$ cat src/rtl/prim_rec_node.sv
// Primitive-recursion R-operator node: computes f(x,N) by starting child g once
// and then child h N times, counting n and threading the accumulator.
module prim_rec_node #(
  parameter int W     = 16,
  parameter int NARGS = 2
) (
  input  logic                 CLK,
  input  logic                 RST,
  input  logic                 ST,
  input  logic [NARGS*W-1:0]   X,
  input  logic [W-1:0]         N,
  output logic                 RD,
  output logic [W-1:0]         RES,
  output logic [NARGS*W-1:0]   XQ,
  output logic                 G_ST,
  input  logic                 G_RD,
  input  logic [W-1:0]         G_RES,
  output logic                 H_ST,
  output logic [W-1:0]         H_CNT,
  output logic [W-1:0]         H_ACC,
  input  logic                 H_RD,
  input  logic [W-1:0]         H_RES
);

  typedef enum logic [1:0] {
    S_IDLE  = 2'd0,
    S_GWAIT = 2'd1,
    S_HWAIT = 2'd2,
    S_DONE  = 2'd3
  } state_t;

  localparam logic [W-1:0] ONE = W'(1);

  state_t       r_state;
  logic [W-1:0] r_nq;
  logic         r_st_q;
  logic         r_g_rd_q;
  logic         r_h_rd_q;

  logic         w_st_edge;
  logic         w_g_acc;
  logic         w_h_acc;
  logic [W-1:0] w_cnt_nxt;

  assign w_st_edge = ST & ~r_st_q;
  assign w_g_acc   = G_RD & ~r_g_rd_q;
  assign w_h_acc   = H_RD & ~r_h_rd_q;
  assign w_cnt_nxt = H_CNT + ONE;

  // Edge-detect history is sampled every cycle, independent of state and reset,
  // so a level already high when a run starts never counts as a new edge.
  always_ff @(posedge CLK) begin
    r_st_q   <= ST;
    r_g_rd_q <= G_RD;
    r_h_rd_q <= H_RD;
  end

  always_ff @(posedge CLK) begin
    if (RST) begin
      r_state <= S_IDLE;
      r_nq    <= '0;
      RD      <= 1'b1;
      RES     <= '0;
      XQ      <= '0;
      G_ST    <= 1'b0;
      H_ST    <= 1'b0;
      H_CNT   <= '0;
      H_ACC   <= '0;
    end else begin
      case (r_state)
        S_IDLE: begin
          if (w_st_edge) begin
            XQ      <= X;
            r_nq    <= N;
            H_CNT   <= '0;
            RD      <= 1'b0;
            G_ST    <= 1'b1;
            r_state <= S_GWAIT;
          end
        end
        S_GWAIT: begin
          G_ST <= 1'b0;
          if (w_g_acc) begin
            H_ACC <= G_RES;
            if (r_nq == '0) begin
              r_state <= S_DONE;
            end else begin
              H_ST    <= 1'b1;
              r_state <= S_HWAIT;
            end
          end
        end
        S_HWAIT: begin
          H_ST <= 1'b0;
          if (w_h_acc) begin
            H_ACC <= H_RES;
            H_CNT <= w_cnt_nxt;
            // NQ <= 2^W-1, so the count stops before it could wrap
            if (w_cnt_nxt == r_nq) begin
              r_state <= S_DONE;
            end else begin
              H_ST <= 1'b1;
            end
          end
        end
        S_DONE: begin
          RES     <= H_ACC;
          RD      <= 1'b1;
          r_state <= S_IDLE;
        end
        default: r_state <= S_IDLE;
      endcase
    end
  end

endmodule

$ cat config.mk
export PLATFORM = sky130hd
export DESIGN_NAME = prim_rec_node
export DESIGN_NICKNAME = d
export VERILOG_FILES = /design/src/rtl/prim_rec_node.sv
export SDC_FILE = /design/constraint.sdc
export NUM_CORES = 1
export LEC_CHECK = 0
export BUFFER_PORTS_ARGS = -buffer_cell sky130_fd_sc_hd__buf_4
export CAP_MARGIN = 25
export CELL_PAD_IN_SITES_DETAIL_PLACEMENT = 1
export CELL_PAD_IN_SITES_GLOBAL_PLACEMENT = 1
export CORE_MARGIN = 5
export CORE_UTILIZATION = 38
export DETAILED_ROUTE_END_ITERATION = 6
export PLACE_DENSITY = 0.86
export SLEW_MARGIN = 5
export SYNTH_ARGS = -nofsm -noshare
export SYNTH_HDL_FRONTEND = slang
export SYNTH_SLANG_ARGS = --single-unit
$ cat constraint.sdc
create_clock -name CLK -period 4.2 [get_ports CLK]
set_clock_uncertainty 0.15 [all_clocks]
set_input_delay 0.21 -clock CLK [delete_from_list [all_inputs] [get_ports CLK]]
set_output_delay 0.21 -clock CLK [all_outputs]
set_load 0.05 [all_outputs]
==> qor.txt <==
initial DRC count - 183
required time of the worst setup path - 4310 ps
Avg Vias per Cell - 5.15
GR Util met3 - 0.0648
Num CTS Buffers - 9
WL/cell - 17.9 um
Comb power frac - 0.417
Fmax achieved - 313 MHz
clock buffer depth - 2
hold_sp - G_RES[8]
final core utilization - 0.570
Synth cell types - 54
fillcell total - 1428
Placed Cells - 863
Syn-to-layout area delta - 46.8%
Seq pwr share - 0.351
clk_lat worst skew - 340 ps
Post-Syn Area per Cell - 8.28 um2
core area - 12100 um2
Worst VDD drop - 256 uV
Final Hold Viols - 0
Worst Path Arrival - 3310 ps
min Tclk post-route - 3200 ps
first-pass iteration count of the detailed router - 4
class of the worst hold path - in -> reg
remaining global-route overflow - 0
Sw Share - 0.411
sum of negative setup slack - 0 ps
GRT Util Overall - 0.230
Main synth FF type - dfxtp_1
Clock Pin Slew Worst Setup and Hold Paths - 70 ps
slew margin rel. - 0.377
CP Capture Type - flip-flop
count leader, synth - nand2_1
initial cell density of the core - 0.388
pin count of the biggest net entering global routing - 103
Worst R2R Setup Slack - 1000 ps
Power per Cell Area - 516 nW/um2
share of cells above drive strength 1 - 0.263
syn nets - 657
std cell rows - 40
PortBufs - 167
hold path depth - 3
crit-path max FO - 8
worst r2r path cells - 8
non-filler cells, final - 932
# clock sinks - 104
synthesized area - 4680 um2
list of most frequent post-synthesis cells - nand2_1 (115), dfxtp_1 (104), a21oi_1 (69)
final WL - 16700 um
sequential fraction of the synthesis area - 0.444
routability cong. - 0.855
hold_ws - 79.2 ps
chip width - 121 um
Pint - 2.09 mW
Synthesis Warnings - 0
Synth area leaders - dfxtp_1 (44%), nand2_1 (9.2%), a21oi_1 (7.4%)
diodes inserted - 0
run status - completed
GRT met1 Usage - 0.256
asr flop ratio synth - 0
Post-synth EDFFs - 0
area of the multi-input gates - 2420 um2
P_leak - 2.79 nW
Crit Reg-Reg Startpoint - H_CNT[0]
crit path launch type - flip-flop
Cells after Synth - 566
total of max-cap violations - 0
grt met2 use - 0.422
Worst R2R End - r_state[0]
final setup vio count - 0
CTS root buffer - clkbuf_16
area leader, netlist - dfxtp_1
NetSw - 1.46 mW
critical path class - reg -> reg
Die Area - 14600 um2
Yosys top cell area share - 0.444
first-pass GRT wire length - 27100 um
nets - 851
storage element area - 2080 um2
Hold Path End - H_ACC[8]
Clock power frac - 0.232
Most Used Layer, Global Route - met2
RSZ-0062 raised after global routing - no
IO Count - 168
synthesis-stage register bit count - 104
Tcrit/Tclk final - 0.761
worst slew pin tran - 934 ps
vias in the first global route - 5213
Vias - 4802
Antenna Violating Nets Remaining - 0
post-cts sizing count - 0
total number of H-tree levels - 3
initial antenna violation count - 0
Post-DP HPWL - 11100 um
DRC violations left - 0
chip height - 121 um
TritonCTS clock tree - built
Slew Limit Fails - 0
[cell type report]
type	count	share of cell area
clock buffer	12	0.0344
clock inverter	3	0.00637
inverter	8	0.00437
multi-input combinational	414	0.352
sequential	104	0.303
tap	168	0.0306
timing repair buffer	223	0.270
[flip-flops by register name (all words and copies together), names as in the netlist]
signal / count
XQ: 32
r_state: 2
H_CNT: 16
G_ST: 1
H_ST: 1
r_st_q: 1
H_ACC: 16
RES: 16
r_g_rd_q: 1
RD: 1
r_h_rd_q: 1
r_nq: 16
[layout by cell type, fill, tap and decap left out, drive strengths merged, types with 2 or more instances in the layout]
master / count
a211oi: 19
a21oi: 69
a311oi: 4
a31oi: 4
and2: 2
and4: 2
buf: 172
clkbuf: 12
clkinv: 2
dfxtp: 104
dlygate4sd3: 51
ha: 6
inv: 8
mux2i: 34
nand2: 115
nand2b: 3
nand3: 11
nand4: 5
nor2: 62
nor2b: 2
nor3: 5
nor4: 11
o211ai: 2
o21ai: 14
o22ai: 2
or2: 2
or3: 2
or4: 3
xnor2: 16
xor2: 5
[cells by family after synthesis]
family                   after synthesis  share of synthesized area
multiplexers                          35                     0.0751
buffers and inverters                 48                     0.0409
AND/OR/NAND/NOR                      230                      0.229
adder cells (fa/ha/maj)                6                     0.0160
AO/OA/AOI/OAI                        122                      0.156
XOR/XNOR                              21                     0.0393
flip-flops                           104                      0.444
[power groups by stage]
stage | Clock [mW] | Combinational, mW | Sequential (mW)
floorplan | 0 | 0.602 | 1.62
global placement | 0 | 1.36 | 1.25
detailed placement | 0 | 1.42 | 1.26
CTS | 0.846 | 1.46 | 1.24
global route | 0.887 | 1.60 | 1.26
finish | 0.822 | 1.48 | 1.25
[what timing repair did]
| item | CTS | global route |
|---|---|---|
| hold buffers | 51 | 0 |
| endpoints found under the hold margin | 51 | 0 |
| setup buffers | 0 | 0 |
[per-layer routing]
| layer | share of wire | up-vias |
|---|---|---|
| met1 | 0.39 | 2323 |
| met4 | 0.017 | 0 |
| met3 | 0.067 | 24 |
| li1 | - | 2334 |
| met2 | 0.53 | 121 |
| met5 | 0 | - |
[metrics by stage]
stage | power, mW | worst slack [ps] | instance area (um2)
after CTS | 3.55 | 992 | 6800
after global placement | 2.61 | 1170 | 6010
after detailed placement | 2.68 | 1020 | 6010
final | 3.55 | 1000 | 6880
after global routing | 3.75 | 832 | 6880
after floorplan | 2.22 | 1010 | 4680
[critical path, cell delays in order, from the launching register on]
cell and delay [ps]:
dfxtp_1 510, ha_1 350, nand3_4 170, nor4_1 500, mux2_2 400, a311oi_2 210, nand4_1 200, o41a_1 430
a211oi_2 200
[how the worst max path moves through the flow]
| stage | from | to | slack (ps) | depth (start not counted) |
|---|---|---|---|---|
| after CTS | H_CNT[0] | r_state[0] | 990 | 8 |
| after global placement | H_CNT[0] | r_state[0] | 1170 | 8 |
| after detailed placement | H_CNT[0] | r_state[0] | 1020 | 8 |
| final | H_CNT[0] | r_state[0] | 1000 | 8 |
| after global routing | H_CNT[0] | r_state[0] | 830 | 8 |
| after floorplan | H_CNT[0] | r_state[0] | 1010 | 8 |
No activity file was read; power rests on OpenSTA's default activity.
